File: src/rtl/mem_access_unit_if.sv
// Data-memory bus between the MEM-stage access unit (master) and the data memory (slave).
// The master issues req/we/addr/be/wdata; the memory answers with rdata qualified by ack.
interface mem_access_unit_if;
  logic        dmem_req;
  logic        dmem_we;
  logic [31:0] dmem_addr;
  logic [3:0]  dmem_be;
  logic [31:0] dmem_wdata;
  logic [31:0] dmem_rdata;
  logic        dmem_ack;

  modport master (
    output dmem_req, dmem_we, dmem_addr, dmem_be, dmem_wdata,
    input  dmem_rdata, dmem_ack
  );

  modport slave (
    input  dmem_req, dmem_we, dmem_addr, dmem_be, dmem_wdata,
    output dmem_rdata, dmem_ack
  );
endinterface

File: src/rtl/mem_access_unit.sv
// MEM-stage load/store unit: turns EX/MEM access requests into one req/ack bus transaction,
// stalls the pipeline while it is in flight, and returns lane-selected, extended load data.
module mem_access_unit #(
  parameter int unsigned MAX_WAIT = 255
) (
  input  logic                 clk,
  input  logic                 rst,
  input  logic                 Memread_in,
  input  logic                 Memwrite_in,
  input  logic                 Byte_in,
  input  logic                 Signext2_in,
  input  logic [31:0]          ALU_result_in,
  input  logic [31:0]          B_in,
  mem_access_unit_if.master    dmem,
  output logic                 stall,
  output logic [31:0]          Mem_data_out,
  output logic                 Mem_valid_out,
  output logic                 timeout_err
);

  typedef enum logic [1:0] {
    S_IDLE = 2'd0,
    S_BUSY = 2'd1,
    S_DONE = 2'd2
  } state_t;

  // Abort fires on the BUSY cycle whose counter value is MAX_WAIT-1, i.e. after MAX_WAIT cycles.
  localparam logic [7:0] LP_WAIT_LAST = 8'(MAX_WAIT - 1);

  state_t      r_state;
  logic        r_req;
  logic        r_we;
  logic [31:0] r_addr;
  logic [3:0]  r_be;
  logic [31:0] r_wdata;
  logic        r_byte;
  logic        r_sext;
  logic [1:0]  r_lane;
  logic [7:0]  r_wait;
  logic [31:0] r_data;
  logic        r_valid;
  logic        r_timeout;

  logic        w_access;
  logic [1:0]  w_lane;
  logic [3:0]  w_be;
  logic [31:0] w_wdata;
  logic [7:0]  w_rbyte;
  logic [31:0] w_load_fmt;

  assign w_access = Memread_in | Memwrite_in;
  assign w_lane   = ALU_result_in[1:0];
  assign w_be     = Byte_in ? (4'b0001 << w_lane) : 4'hF;
  assign w_wdata  = Byte_in ? {4{B_in[7:0]}} : B_in;

  always_comb begin
    // NOTE: default assignment first so no path through the case leaves w_rbyte unassigned (no latch).
    w_rbyte = 8'h00;
    case (r_lane)
      2'd0: w_rbyte = dmem.dmem_rdata[7:0];
      2'd1: w_rbyte = dmem.dmem_rdata[15:8];
      2'd2: w_rbyte = dmem.dmem_rdata[23:16];
      2'd3: w_rbyte = dmem.dmem_rdata[31:24];
      default: w_rbyte = 8'h00;
    endcase
  end

  assign w_load_fmt = !r_byte ? dmem.dmem_rdata
                    : r_sext  ? {{24{w_rbyte[7]}}, w_rbyte}
                    :           {24'h000000, w_rbyte};

  // Stall must rise in the detect cycle itself, so it is the one combinational output.
  always_comb begin
    stall = 1'b0;
    case (r_state)
      S_IDLE:  stall = w_access;
      S_BUSY:  stall = 1'b1;
      default: stall = 1'b0;
    endcase
  end

  always_ff @(posedge clk) begin
    // NOTE: all state here uses non-blocking assignments so every register samples pre-edge values.
    if (rst) begin
      r_state   <= S_IDLE;
      r_req     <= 1'b0;
      r_we      <= 1'b0;
      r_addr    <= '0;
      r_be      <= '0;
      r_wdata   <= '0;
      r_byte    <= 1'b0;
      r_sext    <= 1'b0;
      r_lane    <= '0;
      r_wait    <= '0;
      r_data    <= '0;
      r_valid   <= 1'b0;
      r_timeout <= 1'b0;
    end else begin
      case (r_state)
        S_IDLE: begin
          r_valid <= 1'b0;
          if (w_access) begin
            r_state <= S_BUSY;
            r_req   <= 1'b1;
            r_we    <= Memwrite_in;
            r_addr  <= {ALU_result_in[31:2], 2'b00};
            r_be    <= w_be;
            r_wdata <= w_wdata;
            r_byte  <= Byte_in;
            r_sext  <= Signext2_in;
            r_lane  <= w_lane;
            r_wait  <= '0;
          end
        end

        S_BUSY: begin
          r_wait <= r_wait + 8'd1;
          if (dmem.dmem_ack) begin
            r_state <= S_DONE;
            r_req   <= 1'b0;
            r_valid <= 1'b1;
            r_data  <= r_we ? 32'h0 : w_load_fmt;
          end else if (r_wait == LP_WAIT_LAST) begin
            r_state   <= S_DONE;
            r_req     <= 1'b0;
            r_valid   <= 1'b1;
            r_data    <= 32'h0;
            r_timeout <= 1'b1;
          end
        end

        // EX/MEM still shows the finished instruction here, so requests are ignored.
        S_DONE: begin
          r_valid <= 1'b0;
          r_state <= S_IDLE;
        end

        default: begin
          r_state <= S_IDLE;
          r_req   <= 1'b0;
          r_valid <= 1'b0;
        end
      endcase
    end
  end

  assign dmem.dmem_req   = r_req;
  assign dmem.dmem_we    = r_we;
  assign dmem.dmem_addr  = r_addr;
  assign dmem.dmem_be    = r_be;
  assign dmem.dmem_wdata = r_wdata;
  assign Mem_data_out    = r_data;
  assign Mem_valid_out   = r_valid;
  assign timeout_err     = r_timeout;

endmodule
File: src/flat_wrapper.sv
// flat-port wrapper written by rule: the top's interface ports become plain ports
module mem_access_unit_flat 
#(
  parameter int unsigned MAX_WAIT = 255
)
  (clk, rst, Memread_in, Memwrite_in, Byte_in, Signext2_in, ALU_result_in, B_in, stall, Mem_data_out, Mem_valid_out, timeout_err, dmem_dmem_req, dmem_dmem_we, dmem_dmem_addr, dmem_dmem_be, dmem_dmem_wdata, dmem_dmem_rdata, dmem_dmem_ack);
  mem_access_unit_if dmem_i ();
  input  logic clk;
  input  logic rst;
  input  logic Memread_in;
  input  logic Memwrite_in;
  input  logic Byte_in;
  input  logic Signext2_in;
  input  logic [31:0] ALU_result_in;
  input  logic [31:0] B_in;
  output logic stall;
  output logic [31:0] Mem_data_out;
  output logic Mem_valid_out;
  output logic timeout_err;
  output wire logic [$bits(dmem_i.dmem_req)-1:0] dmem_dmem_req;
  output wire logic [$bits(dmem_i.dmem_we)-1:0] dmem_dmem_we;
  output wire logic [$bits(dmem_i.dmem_addr)-1:0] dmem_dmem_addr;
  output wire logic [$bits(dmem_i.dmem_be)-1:0] dmem_dmem_be;
  output wire logic [$bits(dmem_i.dmem_wdata)-1:0] dmem_dmem_wdata;
  input wire logic [$bits(dmem_i.dmem_rdata)-1:0] dmem_dmem_rdata;
  input wire logic [$bits(dmem_i.dmem_ack)-1:0] dmem_dmem_ack;
  assign dmem_dmem_req = dmem_i.dmem_req;
  assign dmem_dmem_we = dmem_i.dmem_we;
  assign dmem_dmem_addr = dmem_i.dmem_addr;
  assign dmem_dmem_be = dmem_i.dmem_be;
  assign dmem_dmem_wdata = dmem_i.dmem_wdata;
  assign dmem_i.dmem_rdata = dmem_dmem_rdata;
  assign dmem_i.dmem_ack = dmem_dmem_ack;
  mem_access_unit #(.MAX_WAIT(MAX_WAIT)) u_core (.clk(clk), .rst(rst), .Memread_in(Memread_in), .Memwrite_in(Memwrite_in), .Byte_in(Byte_in), .Signext2_in(Signext2_in), .ALU_result_in(ALU_result_in), .B_in(B_in), .dmem(dmem_i), .stall(stall), .Mem_data_out(Mem_data_out), .Mem_valid_out(Mem_valid_out), .timeout_err(timeout_err));
endmodule
File: config.mk
export PLATFORM = sky130hd
export DESIGN_NAME = mem_access_unit_flat
export DESIGN_NICKNAME = d
export VERILOG_FILES = /design/src/rtl/mem_access_unit_if.sv /design/src/rtl/mem_access_unit.sv /design/src/flat_wrapper.sv
export SDC_FILE = /design/constraint.sdc
export NUM_CORES = 1
export LEC_CHECK = 0
export CORE_MARGIN = 2
export CORE_UTILIZATION = 44
export CTS_BUF_LIST = sky130_fd_sc_hd__clkbuf_8
export CTS_CLUSTER_SIZE = 28
export DETAILED_ROUTE_END_ITERATION = 6
export GPL_ROUTABILITY_DRIVEN = 1
export PLACE_DENSITY = 0.83
export RECOVER_POWER = 50
export SYNTH_ARGS = -nofsm -noshare
export SYNTH_HDL_FRONTEND = slang
export SYNTH_SLANG_ARGS = --single-unit
export TNS_END_PERCENT = 100
File: constraint.sdc
create_clock -name clk -period 2.05 [get_ports clk]
set_input_delay 0.41 -clock clk [delete_from_list [all_inputs] [get_ports clk]]
set_output_delay 0.41 -clock clk [all_outputs]
set_load 0.01 [all_outputs]
-- Word level (Yosys, flattened, before mapping)
Cells that the tools add are included.
- flip-flop bits (word level): 116
- bits in latches: 0
- bits in writable memories: 0
- ROM bits: 0
- bits of input ports: 103
- output and inout bits: 105
- logic and storage cells: 59
- memories: 0
- add/subtract/negate cells: 1
- $mul: 0
- divide/modulo/power cells: 0
- $lt $le $gt $ge: 0
- equal/unequal tests: 8
- shift-type cells: 1
- mux-type cells: 21
- bitwise logic cells: 4
- reductions and logical operators: 11
- operators by type and width (kind ; number):
    $mux W32 ; 6
    $pmux W8 S4 ; 1
    $pmux W8 S2 ; 1
    $add A8 B1 Y8 const B ; 1
    $eq A8 B8 Y1 const B ; 1
    $mux W8 ; 1
    $reduce_and A2 Y1 ; 4
    $eq A2 B2 Y1 const B ; 3
    $mux W2 ; 3
    $reduce_and A3 Y1 ; 2
    $mux W1 ; 5
    $eq A2 B1 Y1 const B ; 2
    $logic_not A2 Y1 ; 2
    $mux W4 ; 1
    $pmux W2 S2 ; 1
    $reduce_bool A2 Y1 ; 2
    $shl A1 B2 Y4 const A ; 1
    $ne A3 B2 Y1 const B ; 1
    $not A1 Y1 ; 3
    $pmux W1 S3 ; 1
    $ne A2 B1 Y1 const B ; 1
    $pmux W1 S2 ; 1
    $reduce_or A2 Y1 ; 1
    $or A1 B1 Y1 ; 1

-- Longest topological paths before layout
Gate-level depths: netlist (run 1).
- depth after elaboration: 6
- depth in mapped cells: 7
- mapped depth without buffers: 6

-- Worst setup path after synthesis (run 1)
OpenSTA, ideal clock, no wires.
- kind: register to register
- from: register u_core.r_wait[0]
- to: register u_core.r_data[24] (netlist: u_core.Mem_data_out[24])
- arrival time: 1.417 ns
- required time: 1.980 ns
- slack: 0.563 ns
- stages on the path, launching flop included: 8
- path buffers: 1
- clock period less this slack: 1.487 ns
- path through: dfxtp_1 > inv_1 > ha_1 > nand3_1 > o21bai_1 > a21oi_1 > buf_2 > o2bb2ai_1
- cells in the longest elaborated chain, start to end: 3
- ends and longest elaborated chain (element ; RTL line ; source):
    start, declared ; mem_access_unit.sv:39 ; logic [7:0] r_wait;
    start signal, assigned ; mem_access_unit.sv:117 ; r_wait <= r_wait + 8'd1;
    $eq A8 B8 Y1 ; mem_access_unit.sv:123 ; end else if (r_wait == LP_WAIT_LAST) begin
    $reduce_bool A2 Y1 (no source line) ; -- ;
    $reduce_and A2 Y1 (no source line) ; -- ;
    end signal, assigned ; mem_access_unit.sv:122 ; r_data <= r_we ? 32'h0 : w_load_fmt;
    end, declared ; mem_access_unit.sv:40 ; logic [31:0] r_data;
No other way between the ends.
A chain may end at the register's enable or synchronous reset.

-- Final worst setup path (run 1)
- from: input port Memwrite_in
- to: output port stall
- cells in the longest elaborated chain, start to end: 2
- ends and longest elaborated chain (element ; RTL line ; source):
    start, declared ; flat_wrapper.sv:11 ; input logic Memwrite_in;
    $or A1 B1 Y1 ; mem_access_unit.sv:51 ; assign w_access = Memread_in | Memwrite_in;
    $pmux W1 S2 ; mem_access_unit.sv:75 ; case (r_state)
    end, declared ; flat_wrapper.sv:16 ; output logic stall;
No other way between the ends.

==> results of run 1 <==
[area by class of cell]
| type | instances | share of cell area [%] |
|---|---|---|
| clock buffer | 18 | 3.36 |
| timing repair buffer | 221 | 29.9 |
| tap | 140 | 2.37 |
| clock inverter | 14 | 3.15 |
| inverter | 3 | 0.153 |
| multi-input combinational | 359 | 29.7 |
| sequential | 116 | 31.5 |
[worst max-delay path, stage by stage]
cell and delay (ns):
clkdlybuf4s50_1 0.49, o21ai_4 0.20, nand2_1 0.10, dlygate4sd2_1 0.29
[power by group through the flow]
stage | clock network, mW | registers, mW | logic [mW]
detailed placement | 0 | 2.58 | 1.24
global placement | 0 | 2.57 | 1.21
floorplan | 0 | 2.64 | 0.488
CTS | 2.56 | 2.53 | 1.25
global route | 2.67 | 2.55 | 1.31
finish | 2.52 | 2.53 | 1.22
[sequential cells by signal (all words and copies together), names as in the netlist, 2 cells and up]
register / flops
u_core.Mem_data_out: 32
u_core.dmem.dmem_wdata: 32
u_core.dmem.dmem_addr: 30
u_core.r_wait: 8
u_core.dmem.dmem_be: 4
u_core.r_lane: 2
u_core.r_state: 2
[stage by stage]
stage	area, µm²	util [%]	instances
after floorplan	4790	-	518
after global placement	7020	65.4	839
after detailed placement	7020	65.4	839
after CTS	7510	69.9	871
after global routing	7380	68.7	871
final	7380	68.7	871
[what timing repair did]
item                                   4_1_cts  5_1_grt
resized for setup                            3        0
setup endpoints to repair                    1        0
endpoints found under the hold margin        0        0
[cell usage in the layout, fill, tap and decap left out, drive strengths merged, types with 2 or more instances in the layout]
cell type and instances:
ha 2, nand3 4, o32ai 7, bufinv 6, nor3 6, or3 2, buf 15, nand2 93
inv 5, mux2 8, nand4 2, o2bb2ai 32, o21ai 9, clkdlybuf4s50 202, clkinv 5, mux2i 24
nand2b 4, a211oi 24, a21oi 48, conb 2, dfxtp 116, nor2 69, clkbuf 21, a311oi 3
o211ai 2, o31a 3
[final timing paths]
check | endpoint | slack, ns | depth (start not counted)
setup / recovery | stall | 0.14 | 4
hold / removal | u_core.dmem.dmem_addr[24] | 0.45 | 2
setup reg to reg | u_core.Mem_data_out[30] | 0.18 | 7
hold reg to reg | u_core.dmem.dmem_addr[24] | 0.45 | 2
[kinds of logic (layout without fill, tap and decap cells)]
group | after synthesis | in the layout
simple gates | 185 | 185
compound gates | 137 | 137
flops | 116 | 116
buf+inv | 43 | 256
mux | 32 | 32
fa+ha+maj | 2 | 2
other cells | 1 | 2
xor+xnor | 1 | 1
[metal layers]
layer  part of all wire [%]  vias to the layer above
met5                      0                        -
met4                    2.1                        0
met3                    8.9                       27
met2                     49                      198
met1                     40                     2124
li1                       -                     2223
==> results.sh, run 1 <==
export IMPL_status="complete, no violations"
export IMPL_place_congestion=0.853
export IMPL_avgSynthCellArea_um2=9.25
export IMPL_nNetsFinal=823
export IMPL_core_area_um2=10700
export IMPL_power_mw=6.27
export IMPL_wirelength_um=14300
export IMPL_fmaxAchievable_ghz=0.524
export IMPL_critPathLaunch="Memwrite_in"
export IMPL_ctsHtreeMaxLevel=4
export IMPL_drt_iter0_drc=243
export IMPL_rsz0062_at_grt="false"
export IMPL_skew_ns=0.0153
export IMPL_multi_input_area_um2=2190
export IMPL_cts_hold_fix_buffers=0
export IMPL_pwr_share_clk_pct=40.2
export IMPL_syn_inst=517
export IMPL_grt_pass1_vias=4480
export IMPL_met2_usage_pct=42.2
export IMPL_hold_worst_slack_ns=0.453
export IMPL_die_x_um=108
export IMPL_die_area_um2=11700
export IMPL_cts_buffer_depth=2
export IMPL_seq_area_frac_synth_pct=48.5
export IMPL_grt_max_degree=58
export IMPL_synthFlopType="dfxtp_1"
export IMPL_p_comb_share_pct=19.4
export IMPL_postCtsSetupBuffers=0
export IMPL_synthSimpleGateAreaFrac_pct=16.4
export IMPL_grt_busiest_layer="met2"
export IMPL_hold_start="u_core.dmem.dmem_addr[24]"
export IMPL_hpwl_um=10400
export IMPL_synth_compound_area_share_pct=23.0
export IMPL_setup_tns_final_ns=0
export IMPL_hold_violations=0
export IMPL_cts_tree="yes"
export IMPL_synth_edf_count=0
export IMPL_regToRegStartpoint="u_core.r_state[0]"
export IMPL_met1_usage_pct=26.0
export IMPL_fin_ws_ns=0.142
export IMPL_clkTransAtPathRegs_ns=0.06
export IMPL_worstPathRequired_ns=1.64
export IMPL_synth_warning_count=0
export IMPL_fin_crit_sh_pct=93.1
export IMPL_tightestPinTransition_ns=0.512
export IMPL_cts_root_buf="clkbuf_8"
export IMPL_port_buffers=205
export IMPL_slew_headroom_pct=65.9
export IMPL_wire_per_inst_um=16.4
export IMPL_crit_arrival_ns=1.50
export IMPL_drive_gt1_share_pct=9.99
export IMPL_yosysTopAreaCell="dfxtp_1"
export IMPL_diodes=0
export IMPL_cap_viol_max_count=0
export IMPL_grt_use_met3_pct=10.1
export IMPL_critPathMaxFanout=3
export IMPL_cts_sinks=116
export IMPL_cts_buffers=17
export IMPL_ir_drop_v=0.000431
export IMPL_finalMaxSlewViolations=0
export IMPL_grt_remaining_overflow=0
export IMPL_vias=4572
export IMPL_p_per_area_nw_per_um2=849
export IMPL_first_pass_iters=5
export IMPL_crit_type="input port to output port"
export IMPL_fillers=870
export IMPL_yosysTopAreaCellShare_pct=48.5
export IMPL_end_kind="output port"
export IMPL_yosys_register_bits=116
export IMPL_synth_commonest_cells="dfxtp_1 (116), nand2_1 (93), nor2_1 (68)"
export IMPL_syn2layout_area_growth_pct=54.3
export IMPL_dieHeight_um=108
export IMPL_muxShareOfSynthArea_pct=6.90
export IMPL_rows=38
export IMPL_synth_top_family_by_area="compound AO/OA/AOI/OAI gates"
export IMPL_start_util_pct=44.5
export IMPL_grt_usage_pct=24.0
export IMPL_synth_most_common_cell="dfxtp_1"
export IMPL_ant_nets=0
export IMPL_viasPerCell=5.25
export IMPL_syn_area_um2=4780
export IMPL_synthAdderAreaFrac_pct=0.523
export IMPL_drc=0
export IMPL_hp_class="register to register"
export IMPL_antenna_found_initial=0
export IMPL_pwr_share_seq_pct=40.4
export IMPL_p_switching_mw=1.59
export IMPL_swShare_pct=25.4
export IMPL_ioPinCount=208
export IMPL_startpoint_type="input port"
export IMPL_synthXorXnorAreaFrac_pct=0.183
export IMPL_ys_top_cells_by_area="dfxtp_1 (49%), nand2_1 (7.3%), o2bb2ai_2 (5.6%)"
export IMPL_finalSetupViolations=0
export IMPL_min_period_ns=1.91
export IMPL_insertion_delay_ns=0.42
export IMPL_regArea_um2=2320
export IMPL_p_int_mw=4.68
export IMPL_synth_cell_types=47
export IMPL_grt_pass1_wl_um=21800
export IMPL_ys_async_sr_fraction_pct=0
export IMPL_pre_cts_ws_ns=-0.0728
export IMPL_p_leak_nw=2.78
Note: power is estimated with default switching activity, not from simulation.
==> run 2, diff against run 1 <==
- CORE_ASPECT_RATIO: default -> 0.9
==> run 2 against run 1 <==
Net effect:
- maximum frequency is 0.98% lower
- hold slack hardly changed
- die area hardly changed
- worst setup slack worse by 0.019 ns
- total power is 5.4% lower
- clock-buffer cell count is 7 higher
- utilization is 0.23 points higher
- cell area is 0.10% higher
- critical path type unchanged
- critical endpoint unchanged
- largest cell class unchanged
- highest routed layer unchanged
==> results.sh, run 2 (synthesized netlist as in run 1, its figures left out) <==
export IMPL_grt_pass1_vias=4531
export IMPL_finalSetupViolations=0
export IMPL_reg2reg_to="u_core.Mem_data_out[23]"
export IMPL_grt_usage_pct=24.6
export IMPL_p_int_mw=4.38
export IMPL_dpl_cell_count=833
export IMPL_start_util_pct=44.6
export IMPL_end_kind="output port"
export IMPL_wirelength_um=14500
export IMPL_max_stage_delay_ns=0.59
export IMPL_hpwl_um=10600
export IMPL_ant_nets=0
export IMPL_cts_hold_fix_buffers=0
export IMPL_p_per_area_nw_per_um2=802
export IMPL_crit_slowest_cell="dlygate4sd3_1"
export IMPL_ioPinCount=208
export IMPL_skew_ns=0.00997
export IMPL_grt_remaining_overflow=0
export IMPL_highest_layer="met4"
export IMPL_p_switching_mw=1.55
export IMPL_fin_crit_sh_pct=94.0
export IMPL_nNetsFinal=824
export IMPL_p_comb_share_pct=20.7
export IMPL_final_cells=862
export IMPL_viasPerCell=5.30
export IMPL_ctsHtreeMaxLevel=4
export IMPL_regToRegStartpoint="u_core.r_state[1]"
export IMPL_wire_per_inst_um=16.9
export IMPL_wl_met2_um=7300
export IMPL_hold_violations=0
export IMPL_rows=36
export IMPL_wl_met1_um=5870
export IMPL_critPathLaunch="Memread_in"
export IMPL_place_congestion=0.830
export IMPL_diodes=0
export IMPL_endpoint="stall"
export IMPL_hp_class="register to register"
export IMPL_grt_pass1_wl_um=22500
export IMPL_antenna_found_initial=0
export IMPL_clkTransAtPathRegs_ns=0.06
export IMPL_die_area_um2=11700
export IMPL_layout_commonest_cell="clkdlybuf4s50_1"
export IMPL_drt_iter0_drc=233
export IMPL_pwr_share_seq_pct=42.7
export IMPL_cts_root_buf="clkbuf_8"
export IMPL_grt_max_degree=51
export IMPL_worstHoldPathCells=2
export IMPL_vias=4567
export IMPL_port_buffers=205
export IMPL_min_period_ns=1.93
export IMPL_setup_tns_final_ns=0
export IMPL_utilization_pct=68.9
export IMPL_p_leak_nw=2.82
export IMPL_swShare_pct=26.1
export IMPL_wl_met3_um=948
export IMPL_fmaxAchievable_ghz=0.519
export IMPL_reg2reg_depth=5
export IMPL_fillers=836
export IMPL_insertion_delay_ns=0.42
export IMPL_design_area_um2=7390
export IMPL_drive_gt1_share_pct=11.5
export IMPL_cap_viol_max_count=0
export IMPL_ir_drop_v=0.000651
export IMPL_slew_headroom_pct=65.0
export IMPL_reg2reg_slack_ns=0.18
export IMPL_final_cell_mix="clkdlybuf4s50_1 (185), dfxtp_1 (115), nand2_1 (93)"
export IMPL_core_area_um2=10700
export IMPL_rsz0062_at_grt="false"
export IMPL_drc=0
export IMPL_tightestPinTransition_ns=0.526
export IMPL_cts_buffer_depth=2
export IMPL_cts_tree="yes"
export IMPL_crit_type="input port to output port"
export IMPL_pwr_share_clk_pct=36.6
export IMPL_first_pass_iters=4
export IMPL_syn2layout_area_growth_pct=54.5
export IMPL_worstPathRequired_ns=1.64
export IMPL_cts_buffers=17
export IMPL_die_x_um=114
export IMPL_placed_cell_area_um2=7010
export IMPL_critPathMaxFanout=2
export IMPL_crit_arrival_ns=1.52
export IMPL_startpoint_type="input port"
export IMPL_dieHeight_um=103
export IMPL_crit_chain="dlygate4sd3_1 -> o21ai_4 -> nand2_1 -> dlygate4sd2_1"
export IMPL_status="complete, no violations"
export IMPL_cts_sinks=116
export IMPL_finalMaxSlewViolations=0
## run 2: changes by cell type in the layout (fill, tap and decap cells not counted), moves of 2 or more
cell and delta:
buf_12 -2, bufinv_16 -4, clkbuf_4 +2, clkbuf_8 +7, clkdlybuf4s50_1 -17, clkinv_2 -2, clkinv_4 -2, dlygate4sd3_1 +18
o2bb2ai_1 -12, o2bb2ai_2 +11
## run 2: how the worst min path moves through the flow
stage | startpoint | end | slack, ns
3_5_place_dp | u_core.dmem.dmem_wdata[7] | u_core.dmem.dmem_wdata[7] | 0.45
4_1_cts | u_core.dmem.dmem_wdata[7] | u_core.dmem.dmem_wdata[7] | 0.46
6_report | u_core.dmem.dmem_wdata[7] | u_core.dmem.dmem_wdata[7] | 0.45
5_1_grt | u_core.dmem.dmem_wdata[7] | u_core.dmem.dmem_wdata[7] | 0.47
2_1_floorplan | u_core.r_sext | u_core.r_sext | 0.44
3_3_place_gp | u_core.dmem.dmem_addr[30] | u_core.dmem.dmem_addr[30] | 0.44
## run 2: power by group through the flow
stage          sequential [mW]  combinational [mW]  clock [mW]
5_1_grt                   2.55                1.32        2.30
4_1_cts                   2.54                1.27        2.21
2_1_floorplan             2.64               0.488           0
6_report                  2.53                1.23        2.17
3_5_place_dp              2.58                1.26           0
3_3_place_gp              2.57                1.23           0
## run 2: cell type report
cell class              count  area, µm²  share of cell area, %
multi-input cells         359       2280                   30.9
repair buffers            222       2190                   29.7
clock buffers              25        344                   4.66
well taps                 133        166                   2.25
clock inverters             4       68.8                  0.931
flip-flops and latches    116       2320                   31.4
inverters                   3       11.3                  0.152
## run 2: through the flow
stage          setup slack (ns)  total power, mW  hold WS, ns
2_1_floorplan             0.563             3.13        0.437
3_3_place_gp          0.0000993             3.80        0.442
3_5_place_dp           -0.00124             3.84        0.447
4_1_cts                   0.214             6.01        0.456
5_1_grt                  0.0560             6.18        0.472
6_report                  0.123             5.93        0.453
## run 2: critical path, delay by kind of cell
family,cells,cell delay [ns]
buf+inv,2,0.88
compound gates,1,0.15
simple gates,1,0.09
## run 2: repair_timing
item                                    CTS  global route
gates resized for setup                   5             0
setup buffers                             0             0
endpoints found under the setup margin    1             0
## run 2: routing by layer
layer	up-vias	track usage, %
li1	2226	-
met1	2149	28.7
met2	159	41.7
met3	33	8.00
met4	0	11.1
met5	-	0
